===== config.mk =====
export PLATFORM = sky130hd
export DESIGN_NAME = chunked_seq_adder
export DESIGN_NICKNAME = d
export VERILOG_FILES = /design/src/rtl/chunked_seq_adder_pkg.sv /design/src/rtl/full_adder.sv /design/src/rtl/ripple_adder_n.sv /design/src/rtl/chunked_seq_adder.sv
export SDC_FILE = /design/constraint.sdc
export NUM_CORES = 1
export LEC_CHECK = 0
export ABC_CLOCK_PERIOD_IN_PS = 3200
export BUFFER_PORTS_ARGS = -buffer_cell sky130_fd_sc_hd__buf_2
export CORE_MARGIN = 3
export CORE_UTILIZATION = 53
export DETAILED_ROUTE_END_ITERATION = 16
export GPL_TIMING_DRIVEN = 0
export PLACE_DENSITY = 0.78
export SLEW_MARGIN = 5
export SYNTH_ARGS = -nofsm -noshare
export SYNTH_HDL_FRONTEND = slang
export SYNTH_HIERARCHICAL = 1
export SYNTH_SLANG_ARGS = --single-unit

===== constraint.sdc =====
create_clock -name clk -period 3.2 [get_ports clk]
set_input_delay 0.32 -clock clk [delete_from_list [all_inputs] [get_ports clk]]
set_output_delay 0.32 -clock clk [all_outputs]
set_load 0.02 [all_outputs]

===== src/rtl/chunked_seq_adder_pkg.sv =====
// rtl/chunked_seq_adder_pkg.sv - shared FSM encoding and sizing helpers for chunked_seq_adder
// Purpose: state encoding for the IDLE/BUSY/DONE controller and the chunk-count
//          and counter-width helpers shared by the top and the bench.
// Ports:   none (package).
package chunked_seq_adder_pkg;

    // 2'd3 is unreachable in normal operation; the FSM maps it back to IDLE.
    typedef enum logic [1:0] {
        ST_IDLE = 2'd0,
        ST_BUSY = 2'd1,
        ST_DONE = 2'd2,
        ST_BAD  = 2'd3
    } state_t;

    function automatic int calc_nchunk(input int width, input int chunk);
        return width / chunk;
    endfunction

    // A single-chunk configuration still needs a 1-bit counter to stay legal.
    function automatic int calc_cnt_w(input int nchunk);
        return (nchunk > 1) ? $clog2(nchunk) : 1;
    endfunction

endpackage


===== src/rtl/full_adder.sv =====
// rtl/full_adder.sv - one-bit full adder cell
// Purpose: single-bit sum/carry cell used to build ripple chains.
// Ports:   a, b, cin -> s, cout.
module full_adder (
    input  logic a,
    input  logic b,
    input  logic cin,
    output logic s,
    output logic cout
);

    assign s    = a ^ b ^ cin;
    assign cout = (a & b) | (cin & (a ^ b));

endmodule


===== src/rtl/ripple_adder_n.sv =====
// rtl/ripple_adder_n.sv - N-bit combinational ripple adder built from full_adder cells
// Purpose: adds one chunk per cycle for chunked_seq_adder.
// Ports:   a[N], b[N], cin -> s[N], cout (carry out of top bit),
//          cmsb (carry into top bit, used for signed overflow).
module ripple_adder_n #(
    parameter int N = 2
) (
    output logic [N-1:0] s,
    output logic         cout,
    output logic         cmsb,
    input  logic [N-1:0] a,
    input  logic [N-1:0] b,
    input  logic         cin
);

    logic [N:0] w_c;

    assign w_c[0] = cin;

    genvar i;
    generate
        for (i = 0; i < N; i++) begin : g_fa
            full_adder u_fa (
                .a    (a[i]),
                .b    (b[i]),
                .cin  (w_c[i]),
                .s    (s[i]),
                .cout (w_c[i+1])
            );
        end
    endgenerate

    assign cout = w_c[N];
    assign cmsb = w_c[N-1];

endmodule


===== src/rtl/chunked_seq_adder.sv =====
// rtl/chunked_seq_adder.sv - multi-cycle chunked adder/subtractor with valid/ready handshakes
// Purpose: computes a+b+cin or a-b-cin over WIDTH bits, CHUNK bits per cycle,
//          keeping the inter-chunk carry in a register.
// Ports:   clk, rst (async, active-high)
//          in_valid/in_ready, a, b, cin, sub : operand handshake (accept in IDLE only)
//          out_valid/out_ready, s, cout, ovf : result handshake (valid in DONE only)
module chunked_seq_adder
    import chunked_seq_adder_pkg::*;
#(
    parameter int WIDTH = 8,
    parameter int CHUNK = 2
) (
    input  logic             clk,
    input  logic             rst,
    input  logic             in_valid,
    output logic             in_ready,
    input  logic [WIDTH-1:0] a,
    input  logic [WIDTH-1:0] b,
    input  logic             cin,
    input  logic             sub,
    output logic             out_valid,
    input  logic             out_ready,
    output logic [WIDTH-1:0] s,
    output logic             cout,
    output logic             ovf
);

    localparam int NCHUNK = calc_nchunk(WIDTH, CHUNK);
    localparam int CW     = calc_cnt_w(NCHUNK);
    localparam logic [CW-1:0] LAST = CW'(NCHUNK - 1);

    state_t           r_state;
    state_t           w_next;
    logic [CW-1:0]    r_cnt;
    logic             r_carry;
    logic [WIDTH-1:0] r_a;
    logic [WIDTH-1:0] r_b;
    logic [WIDTH-1:0] r_s;
    logic             r_cout;
    logic             r_ovf;

    logic             w_accept;
    logic             w_last;
    logic [CHUNK-1:0] w_a_chunk;
    logic [CHUNK-1:0] w_b_chunk;
    logic [CHUNK-1:0] w_sum;
    logic             w_chunk_cout;
    logic             w_chunk_cmsb;

    assign in_ready  = (r_state == ST_IDLE);
    assign out_valid = (r_state == ST_DONE);
    assign s         = r_s;
    assign cout      = r_cout;
    assign ovf       = r_ovf;

    assign w_accept  = in_valid && (r_state == ST_IDLE);
    assign w_last    = (r_cnt == LAST);
    assign w_a_chunk = r_a[int'(r_cnt)*CHUNK +: CHUNK];
    assign w_b_chunk = r_b[int'(r_cnt)*CHUNK +: CHUNK];

    ripple_adder_n #(.N(CHUNK)) u_ripple (
        .s    (w_sum),
        .cout (w_chunk_cout),
        .cmsb (w_chunk_cmsb),
        .a    (w_a_chunk),
        .b    (w_b_chunk),
        .cin  (r_carry)
    );

    always_ff @(posedge clk or posedge rst) begin
        if (rst) begin
            r_state <= ST_IDLE;
        end else begin
            r_state <= w_next;
        end
    end

    always_comb begin
        w_next = r_state;
        case (r_state)
            ST_IDLE: if (in_valid)  w_next = ST_BUSY;
            ST_BUSY: if (w_last)    w_next = ST_DONE;
            ST_DONE: if (out_ready) w_next = ST_IDLE;
            default:                w_next = ST_IDLE;
        endcase
    end

    // Subtraction is a + ~b + ~cin: B is inverted once at capture so the
    // chunk datapath is a plain adder for both modes.
    always_ff @(posedge clk or posedge rst) begin
        if (rst) begin
            r_cnt   <= '0;
            r_carry <= 1'b0;
            r_a     <= '0;
            r_b     <= '0;
            r_s     <= '0;
            r_cout  <= 1'b0;
            r_ovf   <= 1'b0;
        end else if (w_accept) begin
            r_a     <= a;
            r_b     <= sub ? ~b : b;
            r_carry <= sub ? ~cin : cin;
            r_cnt   <= '0;
            r_s     <= '0;
        end else if (r_state == ST_BUSY) begin
            r_s[int'(r_cnt)*CHUNK +: CHUNK] <= w_sum;
            r_carry <= w_chunk_cout;
            if (w_last) begin
                r_cout <= w_chunk_cout;
                r_ovf  <= w_chunk_cmsb ^ w_chunk_cout;
            end else begin
                r_cnt <= r_cnt + 1'b1;
            end
        end
    end

endmodule

==> results.txt, run 1 <==
global routing met3 resource utilization: 0.0574
buffer levels on the longest clock path: 2
Worst Hold Class: in2reg
final-report hold violation count: 0
Post-Synthesis Cell Area: 0.00160 mm2
area of the die: 0.00370 mm2
Initial DRC Count: 35
final instance area: 0.00186 mm2
initial standard-cell utilization of the core: 0.569
most numerous cell on the critical path: sky130_fd_sc_hd__fa_1
# IOs: 34
fin cells: 204
total design power: 1.94 mW
per-instance average area after synthesis: 12.0 um2
Worst path slowest cell: sky130_fd_sc_hd__fa_1
library cell with the highest instance count after synthesis: sky130_fd_sc_hd__dfrtp_1
die width: 60.9 um
sequence of cells on the critical path: buf_2, mux4_2, fa_1, fa_1, nand4_1, a21oi_1
clock transition at the registers of the reported paths: 0.10 ns
net count of the mapped netlist: 162
Finish-stage setup viols: 0
result of the run: completed
unrepaired setup endpoints after global routing: false
Crit Path Category: reg2reg
max-capacitance violation count: 0
number of enable flip-flop cells after synthesis: 0
sequential share of the synthesized area: 0.486
Data required, critical path: 3.46 ns
Static Leakage: 0.865 nW
top cell types by occurrence after synthesis: sky130_fd_sc_hd__dfrtp_1 (31), sky130_fd_sc_hd__a21oi_1 (13), sky130_fd_sc_hd__nor2_1 (10), sky130_fd_sc_hd__xnor2_1 (10), sky130_fd_sc_hd__mux2_2 (9)
Setup TNS Final: 0 ns
Core Area: 0.00281 mm2
Final Routed Wirelength: 2890 um
clock network latency to the later pin of the worst-skew pair: 0.33 ns
final critical path time including I/O delays and setup: 2.66 ns
CTS H-Tree Depth: 2
FP Rows: 19
post-detailed-route via-to-cell ratio: 5.56
number of cells upsized or downsized after cts: 0
flip-flop cell with the highest count after synthesis: sky130_fd_sc_hd__dfrtp_1
share of flip-flops with an asynchronous set or reset after synthesis: 1.00
post-DP HPWL: 2220 um
wire length of the first global-routing pass: 5000 um
final layout net count: 201
number of optimization iterations in the first detailed-route pass: 4
fraction of the cycle the final worst path needs: 0.831
P&R area growth vs syn: 16.8%
Fmax: 376 MHz
count of different cell masters after synthesis: 29
Clock Root Buffer: sky130_fd_sc_hd__clkbuf_4
peak fanout along the critical path: 10
total inserted antenna cells: 0
Vias: 1,134
total number of clock tree sinks: 31
worst setup slack after layout: 0.540 ns
RD Place Congestion: 0.776
total number of yosys warnings: 6
via count of the first global-routing pass: 1,199
number of buffers created by CTS: 5
placed cell areas: 0.00179 mm2
TritonCTS clock tree: built
DRT antenna net count: 0
cell type group with the largest total delay on the critical path: adder cells
buffers added on ports: 32
Critical Path AT: 2.92 ns
Synth Instances: 133
share of Yosys cell area claimed by the top area cell type: 0.486
count of unresolved DRC violations after routing: 0
Buffers & Inverters on Critical Path: 1
cts-stage hold buffer count: 0
Cell Pwr Density: 1040 mW/mm2
endpoint type of the worst setup path: flop
Post-CTS Setup Bufs: 0
largest cells by area after synthesis: sky130_fd_sc_hd__dfrtp_1 (49%), sky130_fd_sc_hd__mux2_2 (6.4%), sky130_fd_sc_hd__mux4_2 (5.6%)
layout cells sized above 1: 0.358
global route overflow: 0
Synth area leader: sky130_fd_sc_hd__dfrtp_1
GRT Resource Usage Total: 0.189
largest net degree at the start of global routing: 32
global routing's busiest layer: met2
clk_skew: 0.00962 ns
pin slew with the least headroom to its limit: 1.14 ns
Max transition margin: 0.240
met2 demand-to-capacity share in global routing: 0.318
Die Y: 60.9 um
post-placement setup slack: 0.544 ns
flip-flop and latch count after synthesis: 31
total count of max-transition violations in the final report: 0
dpl cells: 196
IR drop worst, VDD: 0.000588 V
GR met1 Demand/Resource: 0.213
number of antenna violations at the first check in global routing: 0
type of element launching the critical path: flop
average routed wire per standard cell: 14.2 um
longest individual stage delay on the worst path: 0.61 ns
-- state kept, by name, summed over array words and instances, names as in the netlist --
signal   flops
ovf          1
r_carry      1
r_b          8
s            8
cout         1
r_a          8
r_cnt        2
r_state      2
-- stage by stage --
step                utilization  hold WS (ns)
floorplan                     -         0.424
global placement          0.640         0.463
detailed placement        0.640         0.475
CTS                       0.664         0.186
global route              0.664         0.185
finish                    0.664         0.201
-- cell type report --
| type | count | area, um2 |
|---|---|---|
| fill | 230 | 942 |
| tap | 31 | 38.8 |
| buffer | 7 | 55.1 |
| multi-input combinational | 91 | 749 |
| sequential | 31 | 776 |
| clock buffer | 8 | 68.8 |
| timing repair buffer | 32 | 160 |
| inverter | 4 | 15.0 |
-- kinds of logic after synthesis --
group	after synthesis	synth area share
XOR/XNOR	11	0.0604
flip-flops	31	0.486
AND/OR/NAND/NOR	36	0.133
adder cells (fa/ha/maj)	7	0.0643
multiplexers	15	0.133
AO/OA/AOI/OAI	22	0.0800
buffers and inverters	11	0.0439
-- worst register-to-register path: cells and delay by family (launching register included) --
kind	cells	cell delay (ns)
flip-flops	1	0.39
AO/OA/AOI/OAI	1	0.15
buffers and inverters	1	0.26
multiplexers	1	0.57
adder cells (fa/ha/maj)	2	1.11
AND/OR/NAND/NOR	1	0.12
-- layer usage --
metal | part of all wire | up-vias
li1 | - | 541
met1 | 0.41 | 552
met2 | 0.51 | 34
met3 | 0.057 | 7
met4 | 0.024 | 0
met5 | 0 | -
-- layout by cell type, fill, tap and decap left out, drive strengths merged --
master | Yosys | final
a21oi | 13 | 13
a22o | 2 | 2
a32o | 2 | 2
and3b | 1 | 1
buf | 7 | 39
clkbuf | 0 | 8
dfrtp | 31 | 31
fa | 2 | 2
ha | 5 | 5
inv | 4 | 4
mux2 | 9 | 9
mux2i | 2 | 2
mux4 | 4 | 4
nand2 | 8 | 8
nand2b | 2 | 2
nand3b | 4 | 4
nand4 | 4 | 4
nor2 | 10 | 10
nor2b | 1 | 1
nor3 | 1 | 1
nor3b | 3 | 3
nor4b | 1 | 1
o21ai | 5 | 5
or2 | 1 | 1
xnor2 | 10 | 10
xor2 | 1 | 1
-- final timing paths --
check	endpoint	depth (start not counted)	from	slack, ns
min reg2reg	ovf$_DFFE_PP0P_	2	ovf$_DFFE_PP0P_	0.49
max reg2reg	s[3]$_DFFE_PP0P_	6	r_cnt[0]$_DFFE_PP0P_	0.54
max in group asynchronous	r_a[2]$_DFFE_PP0P_	2	rst	2.24
min	r_state[1]$_DFFE_PP0P_	2	out_ready	0.20
max	s[3]$_DFFE_PP0P_	6	r_cnt[0]$_DFFE_PP0P_	0.54
min in group asynchronous	r_cnt[0]$_DFFE_PP0P_	2	rst	0.27
-- where the power goes --
group,switching [mW],internal (mW),leakage (nW)
Sequential,0.0963,0.561,0.378
Combinational,0.543,0.485,0.448
Clock,0.129,0.129,0.0386
Note: power is estimated with default switching activity, not from simulation.
==> run 2: changes to the inputs <==
- ABC_AREA: default -> 1
- ABC_CLOCK_PERIOD_IN_PS: 3200 -> 2170
- CORE_UTILIZATION: 53 -> 48
- PLACE_DENSITY: 0.78 -> 0.74
- clock period: 3.2 -> 2.17 ns (I/O delays scaled with it)
==> run 2 against run 1 <==
The run now ends with hold timing, setup timing left; global-route usage down 0.46 points; sequential cell count stayed put; register-to-register slack got worse by 0.67 ns; combinational power is 83% higher; die area increased by 11%; critical path type unchanged; first-iteration DRC count is 29% higher; clock-buffer cell count is 2 lower.
==> results.txt, run 2 <==
result of the run: finished with violations
failing checks: hold timing, setup timing
longest individual stage delay on the worst path: 0.57 ns (-0.04 ns)
count of unresolved DRC violations after routing: 0 (unchanged)
TritonCTS clock tree: built
Core Area: 0.00313 mm2 (+12%)
leading cell type in the layout, fill and taps excluded: sky130_fd_sc_hd__nand2_1
net count of the mapped netlist: 223 (+38%)
Critical Path AT: 2.59 ns (-0.33 ns)
initial standard-cell utilization of the core: 0.518 (-0.0503)
Static Leakage: 1.08 nW (+25%)
global route overflow: 0 (unchanged)
worst hold slack: -0.00599 ns (-0.207 ns)
library cell with the highest instance count after synthesis: sky130_fd_sc_hd__nand2_1
post-placement setup slack: -0.264 ns (-0.808 ns)
number of enable flip-flop cells after synthesis: 0 (unchanged)
Final Routed Wirelength: 3430 um (+18%)
Synth area leader: sky130_fd_sc_hd__dfrtp_1
Fmax: 434 MHz (+15%)
clk_skew: 0.00647 ns (-0.00315 ns)
clock network latency to the later pin of the worst-skew pair: 0.34 ns (about the same)
number of optimization iterations in the first detailed-route pass: 4 (unchanged)
number of buffers created by CTS: 5 (unchanged)
type of element launching the critical path: flop
Post-Synthesis Cell Area: 0.00162 mm2 (+1.6%)
fraction of the cycle the final worst path needs: 1.06 (+0.231)
largest net degree at the start of global routing: 32 (unchanged)
die width: 64.1 um (+5.3%)
total design power: 3.20 mW (+64%)
Worst path slowest cell: sky130_fd_sc_hd__fa_1
max-capacitance violation count: 0 (unchanged)
via count of the first global-routing pass: 1,302 (+8.6%)
total inserted antenna cells: 0 (unchanged)
peak fanout along the critical path: 6 (-4)
most frequent cells in the layout: sky130_fd_sc_hd__nand2_1 (53), sky130_fd_sc_hd__buf_2 (32), sky130_fd_sc_hd__dfrtp_1 (31)
buffer levels on the longest clock path: 2 (unchanged)
fill cell total of the finished layout: 267 (+16%)
# IOs: 34 (unchanged)
Max transition margin: 0.277 (+0.0370)
Finish-stage setup viols: 4 (+4)
global routing met3 resource utilization: 0.0439 (-0.0135)
FP Rows: 20 (+1)
final core area utilization: 0.649 (-0.0153)
DRT antenna net count: 0 (unchanged)
clock transition at the registers of the reported paths: 0.09 ns (about the same)
endpoint type of the worst setup path: flop
pin slew with the least headroom to its limit: 1.08 ns (-0.0609 ns)
Synth Instances: 194 (+46%)
RD Place Congestion: 0.772 (-0.57%)
final-report hold violation count: 9 (+9)
wire length of the first global-routing pass: 5760 um (+15%)
unrepaired setup endpoints after global routing: true
global routing's busiest layer: met2
met2 demand-to-capacity share in global routing: 0.284 (-0.0337)
CTS H-Tree Depth: 2 (unchanged)
flip-flop and latch count after synthesis: 31 (unchanged)
Die Y: 64.1 um (+5.3%)
sequence of cells on the critical path: buf_8, inv_8, buf_8, o21ai_2, o22ai_2, fa_2, fa_1, nand2_2, nor2_4, nand3_1, nand2_1
Buffers & Inverters on Critical Path: 3 (+2)
Data required, critical path: 2.45 ns (-1.01 ns)
sequential share of the synthesized area: 0.478 (-0.00788)
cts-stage hold buffer count: 0 (unchanged)
flip-flop cell with the highest count after synthesis: sky130_fd_sc_hd__dfrtp_1
layout cells sized above 1: 0.288 (-0.0703)
GRT Resource Usage Total: 0.184 (-0.00464)
Crit Path Category: reg2reg
area of the die: 0.00411 mm2 (+11%)
cell type group with the largest total delay on the critical path: adder cells
final critical path time including I/O delays and setup: 2.31 ns (-0.355 ns)
Setup TNS Final: -0.342 ns (-0.342 ns)
per-instance average area after synthesis: 8.36 um2 (-30%)
worst setup slack after layout: -0.135 ns (-0.675 ns)
largest cells by area after synthesis: sky130_fd_sc_hd__dfrtp_1 (48%), sky130_fd_sc_hd__nand2_1 (13%), sky130_fd_sc_hd__o21ai_0 (6.2%)
Vias: 1,384 (+22%)
Worst Hold Class: in2async
Initial DRC Count: 45 (+29%)
total number of clock tree sinks: 31 (unchanged)
GR met1 Demand/Resource: 0.237 (+0.0241)
top cell types by occurrence after synthesis: sky130_fd_sc_hd__nand2_1 (54), sky130_fd_sc_hd__dfrtp_1 (31), sky130_fd_sc_hd__o21ai_0 (20), sky130_fd_sc_hd__nor2_1 (19), sky130_fd_sc_hd__inv_1 (18)
buffers added on ports: 32 (unchanged)
P&R area growth vs syn: 25.2%
IR drop worst, VDD: 0.000633 V (+7.7%)
Clock Root Buffer: sky130_fd_sc_hd__clkbuf_4
post-DP HPWL: 2330 um (+4.9%)
total count of max-transition violations in the final report: 0 (unchanged)
number of antenna violations at the first check in global routing: 0 (unchanged)
total number of yosys warnings: 6 (unchanged)
most numerous cell on the critical path: sky130_fd_sc_hd__buf_8
Cell Pwr Density: 1580 mW/mm2 (+51%)
average routed wire per standard cell: 11.9 um (-16%)
post-detailed-route via-to-cell ratio: 4.82 (-13%)
count of different cell masters after synthesis: 23 (-21%)
share of flip-flops with an asynchronous set or reset after synthesis: 1.00 (unchanged)
share of Yosys cell area claimed by the top area cell type: 0.478 (-0.00788)
final layout net count: 272 (+35%)
run 2: changes by cell type after synthesis, sizes merged, moves of 10 or more:
| cell | change |
|---|---|
| a21oi | -10 |
| inv | +15 |
| nand2 | +48 |
| nand3 | +10 |
| nor2 | +10 |
| o21ai | +20 |
run 2: final timing paths:
path,from,endpoint,slack (ns),depth (start not counted)
min reg2reg,s[2]$_DFFE_PP0P_,s[2]$_DFFE_PP0P_,0.48,2
min,rst,r_a[5]$_DFFE_PP0P_,-0.006,2
min in group clk,out_ready,r_state[1]$_DFFE_PP0P_,0.05,2
max in group asynchronous,rst,s[6]$_DFFE_PP0P_,1.69,2
max reg2reg,r_cnt[0]$_DFFE_PP0P_,s[3]$_DFFE_PP0P_,-0.14,11
max,r_cnt[0]$_DFFE_PP0P_,s[3]$_DFFE_PP0P_,-0.14,11
run 2: cell families after synthesis:
family | Yosys count | synth area share
xor gates and xnor gates | 10 | 0.0540
buffers and inverters | 26 | 0.0756
DFF | 31 | 0.478
adders and majority gates | 7 | 0.0633
AOI/OAI and AO/OA | 32 | 0.103
and+or+nand+nor | 88 | 0.225
run 2: per-layer routing:
layer | part of all wire | wire length (um)
met5 | 0 | 0
met4 | 0.021 | 72
met3 | 0.055 | 187
met2 | 0.47 | 1620
met1 | 0.45 | 1550
run 2: area by class of cell:
cell class | instances | area (um2) | share of cell area
Timing Repair Buffer | 42 | 235 | 0.116
Inverter | 19 | 78.8 | 0.0388
Clock inverter | 1 | 5.00 | 0.00247
Clock buffer | 6 | 51.3 | 0.0253
Multi-Input combinational cell | 137 | 759 | 0.374
Sequential cell | 31 | 776 | 0.382
Buffer | 7 | 68.8 | 0.0339
Tap cell | 44 | 55.1 | 0.0271
run 2: power breakdown:
| part | internal (mW) | switching, mW |
|---|---|---|
| Clock | 0.150 | 0.198 |
| Sequential | 0.813 | 0.152 |
| Combinational | 0.822 | 1.06 |
| Total | 1.78 | 1.41 |
run 2: per-stage QoR:
step	instances	hold WS (ns)	instance area (um2)
CTS	286	0.0475	2010
detailed placement	270	0.405	1850
finish	287	-0.00599	2030
global route	287	0.0479	2030
floorplan	194	0.314	1640
global placement	270	0.407	1850
run 2: timing repair:
action / in CTS / in global routing
buffers inserted: 9 / 2
hold endpoints to repair: 0 / 0
endpoints found under the setup margin: 6 / 6
pin swaps: 9 / 4
gates resized for setup: 10 / 5
==> run 3: changes to the inputs <==
- CORE_ASPECT_RATIO: default -> 1.25
- SLEW_MARGIN: 5 -> 20
==> run 3 against run 2 <==
The run ends with setup timing left; die area increased by 0.11%; combinational power is 7% lower; worst hold slack improved by 0.065 ns; largest cell class unchanged.
==> results.txt, run 3 (synthesized netlist as in run 2, its figures left out) <==
Max transition margin: 0.587 (+0.310)
max-capacitance violation count: 0 (unchanged)
net switching power: 1.35 mW (-4.3%)
type of element launching the critical path: flop
final-report hold violation count: 0 (-9)
post-DP HPWL: 2280 um (-2.1%)
buffers added on ports: 32 (unchanged)
die width: 58.0 um (-9.6%)
fill cell total of the finished layout: 281 (+5.2%)
total inserted antenna cells: 0 (unchanged)
Critical Path AT: 2.56 ns (-0.03 ns)
most frequent cells in the layout: sky130_fd_sc_hd__nand2_1 (54), sky130_fd_sc_hd__buf_2 (32), sky130_fd_sc_hd__dfrtp_1 (31)
IR drop worst, VDD: 0.000876 V (+38%)
sequence of cells on the critical path: buf_8, buf_4, nor2_4, o22ai_2, fa_2, fa_1, nand2_1, nor2_2, nand3_1, nand2_1
final core area utilization: 0.655 (+0.00664)
leading cell type in the layout, fill and taps excluded: sky130_fd_sc_hd__nand2_1
# IOs: 34 (unchanged)
final layout net count: 272 (unchanged)
Cell Pwr Density: 1500 mW/mm2 (-4.6%)
cell internal power dissipation: 1.69 mW (-5.6%)
unrepaired setup endpoints after global routing: true
P&R area growth vs syn: 24.6%
GRT Resource Usage Total: 0.166 (-0.0179)
fraction of the cycle the final worst path needs: 1.06 (-0.00455)
peak fanout along the critical path: 4 (-2)
total count of max-transition violations in the final report: 0 (unchanged)
proportion of power drawn by flip-flops and latches: 0.320 (+0.018)
Core Area: 0.00308 mm2 (-1.4%)
via count of the first global-routing pass: 1,253 (-3.8%)
relative contribution of the clock network to total power: 0.103 (-0.006)
met3 WL post-DR: 134 um (-28%)
met2 wirelength from detailed routing: 1650 um (+2.0%)
most numerous cell on the critical path: sky130_fd_sc_hd__nand2_1
Data required, critical path: 2.44 ns (about the same)
Die Y: 71.0 um (+11%)
TritonCTS clock tree: built
largest net degree at the start of global routing: 32 (unchanged)
Final Routed Wirelength: 3240 um (-5.3%)
highest metal layer used by the detailed router: met4
area of the die: 0.00412 mm2 (+0.11%)
post-placement setup slack: -0.263 ns (+0.000362 ns)
final critical path time including I/O delays and setup: 2.30 ns (-0.00988 ns)
post-detailed-route via-to-cell ratio: 4.91 (+1.8%)
cell type group with the largest total delay on the critical path: adder cells
longest individual stage delay on the worst path: 0.52 ns (-0.05 ns)
Clock Root Buffer: sky130_fd_sc_hd__clkbuf_4
Fmax: 436 MHz (+0.43%)
number of optimization iterations in the first detailed-route pass: 6 (+2)
clock network latency to the later pin of the worst-skew pair: 0.33 ns (about the same)
endpoint type of the worst setup path: flop
worst setup slack after layout: -0.125 ns (+0.00988 ns)
average routed wire per standard cell: 11.6 um (-3.0%)
wire length of the first global-routing pass: 5240 um (-9.1%)
Worst Hold Class: in2reg
clock transition at the registers of the reported paths: 0.10 ns (about the same)
Initial DRC Count: 40 (-11%)
number of buffers created by CTS: 5 (unchanged)
switching share of total power: 0.445 (+0.00338)
Finish-stage setup viols: 3 (-1)
layout cells sized above 1: 0.279 (-0.00938)
clk_skew: 0.0175 ns (+0.0110 ns)
number of antenna violations at the first check in global routing: 0 (unchanged)
Buffers & Inverters on Critical Path: 2 (-1)
initial standard-cell utilization of the core: 0.526 (+0.00757)
Crit Path Category: reg2reg
RD Place Congestion: 0.768 (-0.45%)
Static Leakage: 1.08 nW (-0.15%)
failing checks: setup timing
global route overflow: 0 (unchanged)
buffer levels on the longest clock path: 2 (unchanged)
count of unresolved DRC violations after routing: 0 (unchanged)
total number of clock tree sinks: 31 (unchanged)
Vias: 1,374 (-0.72%)
share of power burned in combinational logic: 0.577 (-0.012)
wl on met1: 1420 um (-8.5%)
result of the run: finished with violations
DRT antenna net count: 0 (unchanged)
FP Rows: 22 (+10%)
Worst path slowest cell: sky130_fd_sc_hd__fa_1
CTS H-Tree Depth: 2 (unchanged)
pin slew with the least headroom to its limit: 0.619 ns (-0.459 ns)
==> run 3: worst reg2reg max path, delay by kind of cell, from the launching register on <==
family,cells,cell delay (ns)
flops,1,0.41
compound gates,1,0.09
fa+ha+maj,2,0.90
simple gates,5,0.53
buf+inv,2,0.29
==> run 3: what timing repair did <==
item                       CTS  global route
setup endpoints to repair    6             6
pin swaps                   10             4
setup buffers                7             2
resized for setup           11             5
hold buffers                 1             0
hold endpoints to repair    31             0
==> run 3: metal layers <==
layer  global-route usage  vias to the layer above
li1                     -                      716
met1                0.207                      629
met2                0.270                       25
met3               0.0401                        4
met4               0.0747                        0
met5                    0                        -
==> run 3: power groups by stage <==
stage	clock network (mW)	logic [mW]	registers (mW)
after floorplan	0	1.09	1.00
after global placement	0	1.47	0.959
after detailed placement	0	1.48	0.960
after CTS	0.318	1.65	0.955
after global routing	0.342	1.96	1.00
final	0.314	1.75	0.971
==> run 3: cell type report <==
| class | count | area [um2] | area share |
|---|---|---|---|
| clock inverters | 1 | 5.00 | 0.00248 |
| plain buffers | 7 | 68.8 | 0.0341 |
| flip-flops and latches | 31 | 776 | 0.384 |
| inverters | 19 | 78.8 | 0.0390 |
| well taps | 36 | 45.0 | 0.0223 |
| repair buffers | 42 | 238 | 0.118 |
| multi-input cells | 137 | 764 | 0.378 |
| clock buffers | 7 | 45.0 | 0.0223 |
==> run 3: metrics by stage <==
stage	std cells	TNS, ns	power (mW)	hold WS (ns)	cell area, um2
finish	280	-0.230	3.04	0.0593	2020
global route	280	-0.589	3.30	0.0729	2020
CTS	278	-0.149	2.93	0.0567	1990
detailed placement	262	-0.859	2.44	0.327	1840
global placement	262	-0.818	2.43	0.405	1840
floorplan	194	-0.0564	2.09	0.314	1640
==> run 3: final timing paths <==
path                                 startpoint                endpoint  slack [ns]  depth (start not counted)
max                        r_cnt[0]$_DFFE_PP0P_        s[7]$_DFFE_PP0P_       -0.13                         10
min                                   out_ready  r_state[1]$_DFFE_PP0P_        0.06                          2
max reg2reg                r_cnt[0]$_DFFE_PP0P_        s[7]$_DFFE_PP0P_       -0.13                         10
min reg2reg                    s[3]$_DFFE_PP0P_        s[3]$_DFFE_PP0P_        0.48                          2
max in group asynchronous                   rst        s[5]$_DFFE_PP0P_        1.25                          3
min in group asynchronous                   rst        s[6]$_DFFE_PP0P_        0.50                          3
